<file path="src/rtl/packet_sender.sv">
// Framed memory-to-UART transmit stage: SYNC, LEN_HI, LEN_LO, FRAME_LEN data bytes and an optional checksum.
// Define PACKET_SENDER_CHECKSUM_EN to append the 8-bit CHK byte; otherwise frames end after the last data byte.
module packet_sender #(
    parameter int unsigned FRAME_LEN = 256,
    parameter logic [7:0]  SYNC_BYTE = 8'hA5
) (
    input  logic        iClock,
    input  logic        iReset,
    input  logic        iStartSignal,
    input  logic        iTxDone,
    input  logic [7:0]  iMemData,
    output logic [15:0] oAddress,
    output logic [7:0]  oTxData,
    output logic        oTxSend,
    output logic        oBusy,
    output logic        oFinished,
    output logic [2:0]  state
);

    localparam logic [2:0] S_IDLE  = 3'd0;
    localparam logic [2:0] S_HDR   = 3'd1;
    localparam logic [2:0] S_WAIT  = 3'd2;
    localparam logic [2:0] S_FETCH = 3'd3;
    localparam logic [2:0] S_LOAD  = 3'd4;
`ifdef PACKET_SENDER_CHECKSUM_EN
    localparam logic [2:0] S_CHK   = 3'd5;
`endif
    localparam logic [2:0] S_DONE  = 3'd6;

    localparam logic [15:0] LEN = 16'(FRAME_LEN);

    logic [1:0]  hdr_cnt;
    logic [15:0] idx;
    logic [7:0]  tx_hold;
    logic [7:0]  hdr_byte;
`ifdef PACKET_SENDER_CHECKSUM_EN
    logic [7:0]  chk_sum;
    logic        chk_sent;
`endif

    always_comb begin
        case (hdr_cnt)
            2'd0:    hdr_byte = SYNC_BYTE;
            2'd1:    hdr_byte = LEN[15:8];
            default: hdr_byte = LEN[7:0];
        endcase
    end

    // Send strobes are decoded from the state so the byte leaves one cycle after the triggering edge;
    // in LOAD the memory q is forwarded directly because it only becomes valid in that cycle.
    always_comb begin
        oTxData = tx_hold;
        case (state)
            S_HDR:   oTxData = hdr_byte;
            S_LOAD:  oTxData = iMemData;
`ifdef PACKET_SENDER_CHECKSUM_EN
            S_CHK:   oTxData = chk_sum;
`endif
            default: oTxData = tx_hold;
        endcase
    end

`ifdef PACKET_SENDER_CHECKSUM_EN
    assign oTxSend   = (state == S_HDR) || (state == S_LOAD) || (state == S_CHK);
`else
    assign oTxSend   = (state == S_HDR) || (state == S_LOAD);
`endif
    assign oBusy     = (state != S_IDLE);
    assign oFinished = (state == S_DONE);

    always_ff @(posedge iClock) begin
        if (iReset) begin
            state    <= S_IDLE;
            oAddress <= 16'd0;
            idx      <= 16'd0;
            hdr_cnt  <= 2'd0;
            tx_hold  <= 8'd0;
`ifdef PACKET_SENDER_CHECKSUM_EN
            chk_sum  <= 8'd0;
            chk_sent <= 1'b0;
`endif
        end else begin
            if (oTxSend) begin
                tx_hold <= oTxData;
            end
            case (state)
                S_IDLE: begin
                    if (iStartSignal) begin
                        idx      <= 16'd0;
                        oAddress <= 16'd0;
                        hdr_cnt  <= 2'd0;
`ifdef PACKET_SENDER_CHECKSUM_EN
                        chk_sum  <= 8'd0;
                        chk_sent <= 1'b0;
`endif
                        state    <= S_HDR;
                    end
                end
                S_HDR: begin
                    hdr_cnt <= hdr_cnt + 2'd1;
`ifdef PACKET_SENDER_CHECKSUM_EN
                    // SYNC is excluded from the checksum; both length bytes are included.
                    if (hdr_cnt != 2'd0) begin
                        chk_sum <= chk_sum + hdr_byte;
                    end
`endif
                    state <= S_WAIT;
                end
                S_WAIT: begin
                    if (iTxDone) begin
                        if (hdr_cnt != 2'd3) begin
                            state <= S_HDR;
                        end else if (idx != LEN) begin
                            oAddress <= idx;
                            state    <= S_FETCH;
                        end else begin
`ifdef PACKET_SENDER_CHECKSUM_EN
                            state <= chk_sent ? S_DONE : S_CHK;
`else
                            state <= S_DONE;
`endif
                        end
                    end
                end
                S_FETCH: state <= S_LOAD;
                S_LOAD: begin
                    idx   <= idx + 16'd1;
`ifdef PACKET_SENDER_CHECKSUM_EN
                    chk_sum <= chk_sum + iMemData;
`endif
                    state <= S_WAIT;
                end
`ifdef PACKET_SENDER_CHECKSUM_EN
                S_CHK: begin
                    chk_sent <= 1'b1;
                    state    <= S_WAIT;
                end
`endif
                S_DONE:  state <= S_IDLE;
                default: state <= S_IDLE;
            endcase
        end
    end

endmodule

</file>
<file path="config.mk">
export PLATFORM = sky130hd
export DESIGN_NAME = packet_sender
export DESIGN_NICKNAME = d
export VERILOG_FILES = /design/src/rtl/packet_sender.sv
export SDC_FILE = /design/constraint.sdc
export NUM_CORES = 1
export LEC_CHECK = 0
export CORE_MARGIN = 3
export CORE_UTILIZATION = 25
export CTS_CLUSTER_SIZE = 20
export DETAILED_ROUTE_END_ITERATION = 10
export GPL_TIMING_DRIVEN = 1
export PLACE_DENSITY = 0.44
export SLEW_MARGIN = 20
export SYNTH_ARGS = -nofsm -noshare
export SYNTH_HDL_FRONTEND = slang
export SYNTH_SLANG_ARGS = --single-unit
</file>
<file path="constraint.sdc">
create_clock -name iClock -period 1.65 [get_ports iClock]
set_input_delay 0.165 -clock iClock [delete_from_list [all_inputs] [get_ports iClock]]
set_output_delay 0.165 -clock iClock [all_outputs]
set_load 0.005 [all_outputs]
</file>
### Word-level counts from Yosys, hierarchy flattened

Index checks and enable logic that the tools add are counted.

* logic and storage cells: 46
* input bits: 12
* output and inout bits: 30
* register bits: 45

* reduce and logical (&&, ||, !) cells: 12
* multiplexer cells: 15
* add/subtract/negate cells: 2
* equal/unequal tests: 12

Operators with widths (number)
* 16-bit 2-to-1 mux: 4
* 16-bit one-hot mux with 2 select lines: 2
* 8-bit one-hot mux with 2 select lines: 2
* 16-bit by 1-bit adder with 16-bit output (second input constant): 1
* 16-bit by 9-bit != test with 1-bit output (second input constant): 1
* 3-bit 2-to-1 mux: 4
* 3-bit one-hot mux with 4 select lines: 1
* 2-bit != test (second input constant): 5
* 3-bit by 2-bit == test with 1-bit output (second input constant): 2
* 3-bit == test (second input constant): 2
* 2-bit AND reduction: 3
* 2-bit nonzero test: 3
* 5-bit AND reduction: 1
* 2-bit one-hot mux with 2 select lines: 1
* 3-bit by 1-bit == test with 1-bit output (second input constant): 1
* 3-bit logical NOT: 1
* 3-bit nonzero test: 1
* 2-bit by 1-bit adder with 2-bit output (second input constant): 1
* 2-bit by 1-bit == test with 1-bit output (second input constant): 1
* 2-bit logical NOT: 1
* 2-bit 2-to-1 mux: 1
* 2-bit OR reduction: 1
* 1-bit logical OR: 1

### Logic depth before layout (Yosys ltp)

Gate-level depths: netlist (run 1).

* depth after elaboration: 5
* depth in mapped cells: 7
* depth with buffers taken out: 6

### Least setup slack after synthesis (run 1)

No wires, ideal clock.

* kind: flip-flop to flip-flop
* start point: reg idx[0]
* end point: reg oAddress[15]
* period minus slack after synthesis: 1.727 ns
* required time: 1.591 ns
* slack: -0.077 ns
* buffers on the path: 1
* cell stages (with the launch flop): 8
* library setup time: 0.059 ns
* data arrival time: 1.668 ns
* path through: dfxtp_1 > inv_1 > ha_1 > nor4b_1 > nand4_1 > a311oi_4 > buf_6 > a22o_1

* cells in the longest elaborated chain, start to end: 3

RTL lines
* start, declared: RTL line 33 `logic [15:0] idx;`
* start signal, assigned: RTL line 127 `idx <= idx + 16'd1;`
* 16-bit by 9-bit != test with 1-bit output: RTL line 113 `end else if (idx != LEN) begin`
* 2-bit != test (no source line)
* 5-bit AND reduction (no source line)
* end signal, assigned: RTL line 114 `oAddress <= idx;`
* end, declared: RTL line 12 `output logic [15:0] oAddress,`

No other way between the ends.
A chain may end at the register's enable or synchronous reset.

### Worst setup path after layout (run 1)

* start point: reg state[0]
* end point: out oTxData[5]

* cells in the longest elaborated chain, start to end: 2

RTL lines
* start, declared: RTL line 17 `output logic [2:0] state`
* start signal, assigned: RTL line 73 `state <= S_IDLE;`
* start signal, assigned: RTL line 96 `state <= S_HDR;`
* start signal, assigned: RTL line 107 `state <= S_WAIT;`
* 3-bit == test / 3-bit by 1-bit == test with 1-bit output (equally long branches): RTL line 53 `case (state)`
* 8-bit one-hot mux with 2 select lines (*): RTL line 53
* end, declared: RTL line 13 `output logic [7:0] oTxData,`

Mark *: on every way between the ends. The rest lies on a longest branch, timed or not.

==> impl_metrics.py, run 1 <==
metrics = {
    "status": {
        "status": "finished with violations",
        "failed_checks": "setup timing",
    },
    "logic_synthesis": {
        "synth_common_cells": "dfxtp_1, a22o_1, a21oi_1, and2_1, nor2_1",
        "synthFlopType": "dfxtp_1",
        "synth_edf_count": 0,
        "yosysMostFrequentCell": "dfxtp_1",
        "synth_top_area_frac": 0.4356,
        "ys_seq_area_frac": 0.4356,
        "synth_top_area_cell": "dfxtp_1",
        "syn_nets": 228,
        "synthDistinctLibCells": 47,
        "async_flop_share": 0,
        "syn_inst": 211,
        "synthesis.area_um2": 2068,
        "syn_avg_cell_area_um2": 9.802,
        "yosysWarnings": 0,
        "ys_ff_latch": 45,
        "synthTopCellsByArea": "dfxtp_1, a22o_1, a21oi_1",
    },
    "cts": {
        "htree_levels": 2,
        "clock-root-buffer": "clkbuf_8",
        "cts_buffers": 5,
        "clk_latency_ps": 310,
        "cts_tree": "done",
        "cts_hold_buf": 0,
        "cts_sinks": 45,
        "clk_pin_slew_worst_paths_ps": 90,
        "ctsLongestPathBuffers": 2,
    },
    "power_and_ir_drop": {
        "power_uw": 2419,
        "p_leak_uw": 0.001332,
        "peakVddDrop_uv": 324.9,
        "p_per_area_nw_per_um2": 732.3,
    },
    "timing": {
        "rsz0062_at_grt": "true",
        "hold_ws_ps": 480.2,
        "relSlewSlack": 0.6983,
        "fmaxAchievable_ghz": 0.5679,
        "slew_viol_final": 0,
        "worst_clock_skew_ps": 9.912,
        "finalSetupViolCount": 21,
        "finalCriticalPeriod_ps": 1761,
        "fin_ws_ps": -110.7,
        "tightest_slew_ps": 452.1,
        "final_hold_viol_count": 0,
        "fin_crit_sh": 1.067,
    },
    "floorplan": {
        "rows": 32,
        "ios": 42,
        "initial_core_util": 0.2622,
        "fp.dieH_um": 96.96,
        "coreArea_um2": 7888,
        "dieArea_um2": 9400,
        "die_w_um": 96.96,
    },
    "global_routing": {
        "first_global_vias": 2001,
        "grt_usage": 0.1276,
        "antenna_found_initial": 0,
        "grt_pass1_wl_um": 9949,
        "grt_start_max_net_pins": 15,
        "grt_overflow_total": 0,
    },
    "detailed_routing": {
        "ant_nets": 0,
        "wl_per_cell_um": 15.16,
        "vias": 2028,
        "viasPerCell": 4.946,
        "routed_wl_um": 6216,
        "drc": 0,
        "drt_iter0_markers": 66,
        "drt_first_pass_iters": 4,
    },
    "hold_path": {
        "hp-start": "oAddress[12]$_SDFFE_PP0P_",
        "min_path_cells": 1,
        "hold_end": "oAddress[12]$_SDFFE_PP0P_",
        "hold_class": "reg -> reg",
    },
    "critical_path": {
        "reg2reg_from": "state[0]$_SDFFE_PP0P_",
        "rrSetupSlack_ps": -70,
        "end_kind": "primary output",
        "path_cells": "nor3b_4, buf_4, buf_6, and2_4, a221o_1, buf_2",
        "r2r-end": "idx[15]$_SDFFE_PP0P_",
        "crit_arrival_ps": 1600,
        "path_delay_family": "buffers and inverters",
        "slowest_delay_ps": 340,
        "reg2reg_depth": 7,
        "cp_max_fo": 3,
        "crit_type": "reg -> out",
        "critPathSlowestCell": "dfxtp_2",
        "crit_buf_inv": 3,
        "crit_path_start_kind": "flip-flop",
        "cp.required_ps": 1480,
    },
    "layout": {
        "drive_gt1_frac": 0.3831,
        "num-nets-final": 324,
        "diodes": 0,
        "final_cells": 410,
        "area_delta_synth_final_pct": 59.71,
    },
    "place": {
        "dp.cells": 385,
        "place_hpwl_um": 4045,
        "gp_congestion": 0.8141,
        "numPortBuffers": 41,
    },
    "job": {
        "cap_viol_max_count": 0,
    },
}
[flip-flops by register name, summed over array words and instances (netlist names)]
register  flops
state         3
tx_hold       8
idx          16
hdr_cnt       2
oAddress     16
[logic make-up (layout without fill, tap and decap cells)]
| kind of cell | Yosys count | count (layout) | synth area share |
|---|---|---|---|
| simple gates | 70 | 71 | 0.2184 |
| compound gates | 65 | 65 | 0.2468 |
| flops | 45 | 45 | 0.4356 |
| buf+inv | 24 | 120 | 0.05868 |
| fa+ha+maj | 5 | 5 | 0.03025 |
| mux | 2 | 2 | 0.01028 |
[where the power goes]
group          internal (µW)  switching [µW]
Combinational            171             137
Sequential              1100            10.0
Clock                    602             400
[cells in the final DEF, fill, tap and decap left out, types with 3 or more instances in the layout]
cell type        instances
buf_4                   49
buf_2                    8
clkbuf_8                 5
clkdlybuf4s50_1         30
nand2b_1                 4
a221o_1                  4
dfxtp_2                  6
nand4_1                  3
or3_1                    3
nor3_1                   5
a31oi_1                  4
ha_1                     3
and2_1                   9
a21oi_1                 13
dfxtp_1                 38
nand3_1                  6
buf_6                   12
buf_12                   3
inv_1                    5
a311oi_1                 3
nand2_1                  5
nor2_1                   9
a22o_1                  20
a41oi_1                  3
[per-layer routing]
metal | global-route usage | wire length (µm)
met5 | 0 | 0
met4 | 0.03564 | 65
met3 | 0.03028 | 319
met2 | 0.2118 | 2934
met1 | 0.1651 | 2897
[metrics by stage]
stage               utilization  setup WS [ps]  setup TNS [ps]  cell area [µm²]
finish                   0.4188         -110.7           -1068             3303
global route             0.4188         -209.1           -4104             3303
global placement         0.3680         -171.3           -3232             2903
detailed placement       0.3680         -170.9           -3231             2903
CTS                      0.4083         -120.5           -1807             3221
floorplan                     -         -28.09          -250.5             2077
[worst max path at each step]
| stage | from | to | slack (ps) | cells past startpoint |
|---|---|---|---|---|
| 2_1_floorplan | state[0]$_SDFFE_PP0P_ | tx_hold[2]$_SDFFE_PP0N_ | -30 | 5 |
| 4_1_cts | state[0]$_SDFFE_PP0P_ | oTxData[5] | -120 | 6 |
| 3_5_place_dp | state[2]$_SDFFE_PP0P_ | oTxData[3] | -170 | 5 |
| 3_3_place_gp | state[2]$_SDFFE_PP0P_ | oTxData[3] | -170 | 5 |
| 6_report | state[0]$_SDFFE_PP0P_ | oTxData[5] | -110 | 6 |
| 5_1_grt | idx[0]$_SDFFE_PP0P_ | oAddress[14]$_SDFFE_PP0P_ | -210 | 8 |
[timing repair]
item	in CTS	in global routing
setup buffers	11	6
pin swaps	8	14
setup endpoints to repair	33	38
gates cloned	1	1
gates resized for setup	67	22
[layout make-up]
cell class	count	area, µm²
clock buffer	5	68.82
clock inverter	3	65.06
fill	774	4584
inverter	7	26.28
multi-input combinational	143	1177
sequential	45	912.1
tap	102	127.6
timing repair buffer	105	925.9
No activity file was read; power rests on OpenSTA's default activity.
==> run 2: changes to the inputs <==
--- a/config.mk
+++ b/config.mk
@@ -11,6 +11,7 @@
 export DETAILED_ROUTE_END_ITERATION = 10
 export GPL_TIMING_DRIVEN = 1
 export PLACE_DENSITY = 0.44
+export REMOVE_ABC_BUFFERS = 1
 export SLEW_MARGIN = 20
 export SYNTH_ARGS = -nofsm -noshare
 export SYNTH_HDL_FRONTEND = slang
==> impl_metrics.py, run 2 (synthesis results as in run 1) <==
metrics = {
    "place": {
        "numPortBuffers": 41,
        "dp.cells": 385,
        "placed_area_um2": 2872,
        "gp_congestion": 0.7889,
        "post-place-ws_ps": -259.8,
        "place_hpwl_um": 4186,
    },
    "global_routing": {
        "grt_overflow_total": 0,
        "antenna_found_initial": 0,
        "use_met1": 0.1757,
        "grt_busiest_layer": "met2",
        "grt_util_met2": 0.2001,
        "grt_usage": 0.1285,
        "grt_pass1_wl_um": 9853,
        "first_global_vias": 1952,
        "grt_start_max_net_pins": 22,
        "grt_use_met3": 0.02523,
    },
    "critical_path": {
        "cp_max_fo": 7,
        "path_cells": "nor3b_4, nor2_4, buf_12, a221o_1, buf_2",
        "rrSetupSlack_ps": -40,
        "critPathSlowestCell": "dfxtp_4",
        "slowest_delay_ps": 370,
        "crit_buf_inv": 2,
        "crit_type": "reg -> out",
        "crit_path_start_kind": "flip-flop",
        "end_kind": "primary output",
        "crit_arrival_ps": 1570,
        "path_delay_family": "flip-flops",
        "cp.required_ps": 1480,
    },
    "timing": {
        "tightest_slew_ps": 446.6,
        "tns_ps": -559.9,
        "relSlewSlack": 0.7019,
        "final_hold_viol_count": 0,
        "slew_viol_final": 0,
        "fmaxAchievable_ghz": 0.5758,
        "fin_ws_ps": -86.82,
        "finalCriticalPeriod_ps": 1737,
        "fin_crit_sh": 1.053,
        "finalSetupViolCount": 17,
        "rsz0062_at_grt": "true",
        "worst_clock_skew_ps": 10.11,
    },
    "detailed_routing": {
        "vias": 1977,
        "drt_first_pass_iters": 4,
        "drt_iter0_markers": 60,
        "routed_wl_um": 6186,
        "wl_per_cell_um": 15.20,
        "viasPerCell": 4.857,
        "drc": 0,
        "ant_nets": 0,
    },
    "cts": {
        "clk_latency_ps": 300,
        "ctsLongestPathBuffers": 2,
        "clock-root-buffer": "clkbuf_8",
        "cts_tree": "done",
        "cts_sinks": 45,
        "clk_pin_slew_worst_paths_ps": 90,
        "htree_levels": 2,
        "cts_buffers": 5,
    },
    "floorplan": {
        "dieArea_um2": 9400,
        "coreArea_um2": 7888,
        "ios": 42,
        "fp.dieH_um": 96.96,
        "initial_core_util": 0.2622,
        "die_w_um": 96.96,
        "rows": 32,
    },
    "status": {
        "status": "finished with violations",
        "failed_checks": "setup timing",
    },
    "layout": {
        "drive_gt1_frac": 0.3770,
        "num-nets-final": 322,
        "final_cells": 407,
        "final_common_cell": "buf_4",
        "final_cell_mix": "buf_4, dfxtp_1, clkdlybuf4s50_1",
        "fin_area_um2": 3246,
        "diodes": 0,
        "area_delta_synth_final_pct": 56.93,
        "reg_top3": "idx x16, oAddress x16, tx_hold x8",
    },
    "power_and_ir_drop": {
        "p_per_area_nw_per_um2": 648.9,
        "peakVddDrop_uv": 266.7,
        "p_leak_uw": 0.001287,
    },
    "hold_path": {
        "hold_class": "reg -> reg",
    },
    "job": {
        "cap_viol_max_count": 0,
    },
}
==> run 2: layout make-up <==
cell class                 instances  area (µm²)
clock buffer                       7       86.33
fill                             809        4642
inverter                           7       26.28
multi-input combinational        143        1206
sequential                        45       912.1
tap                              102       127.6
timing repair buffer             103       887.1
==> run 2: final timing paths <==
| path | end | start | cells after the start |
|---|---|---|---|
| worst max-delay path | oTxData[7] | state[2]$_SDFFE_PP0P_ | 5 |
| worst min-delay path | oAddress[4]$_SDFFE_PP0P_ | oAddress[4]$_SDFFE_PP0P_ | 1 |
| worst max register to register | idx[15]$_SDFFE_PP0P_ | state[2]$_SDFFE_PP0P_ | 6 |
| worst min register to register | oAddress[4]$_SDFFE_PP0P_ | oAddress[4]$_SDFFE_PP0P_ | 1 |
==> run 2: power by group <==
group          total [µW]  leakage (µW)  internal (µW)  switching, µW
sequential           1110      0.000366           1100           9.88
clock                 707     0.0000443            333            374
combinational         291      0.000876            158            133
total                2110       0.00129           1590            517
==> run 2: timing repair <==
| action | CTS | global route |
|---|---|---|
| setup endpoints to repair | 38 | 35 |
| buffers inserted | 9 | 6 |
| hold buffers | 0 | 0 |
| resized for setup | 72 | 18 |
| pin swaps | 17 | 7 |
| cloned | 0 | 1 |
==> run 2: stage by stage <==
step / power (µW) / util / hold slack, ps
2_1_floorplan: 1237 / - / 234.1
3_3_place_gp: 1400 / 0.3641 / 458.1
3_5_place_dp: 1399 / 0.3641 / 453.2
4_1_cts: 2117 / 0.3947 / 481.0
5_1_grt: 2201 / 0.4115 / 507.5
6_report: 2106 / 0.4115 / 477.7
==> run 2: worst register-to-register path, cell delays in order, from the launching register on <==
cell and delay [ps]:
dfxtp_4 370, nor3b_4 260, buf_6 160, buf_6 120, nand3_4 100, or4_4 490
a21oi_1 120
==> run 2: routing by layer <==
layer	share of wire	wire length, µm	up-vias
met2	0.46	2838	29
met3	0.027	169	9
met1	0.49	3062	945
met4	0.019	116	0
met5	0	0	-
li1	-	-	994
==> run 3: changes to the inputs <==
--- a/config.mk
+++ b/config.mk
@@ -5,6 +5,7 @@
 export SDC_FILE = /design/constraint.sdc
 export NUM_CORES = 1
 export LEC_CHECK = 0
+export CAP_MARGIN = 20
 export CORE_MARGIN = 3
 export CORE_UTILIZATION = 25
 export CTS_CLUSTER_SIZE = 20
==> results of run 3 <==
The final DEF is identical to that of run 2; final timing and power are the same.
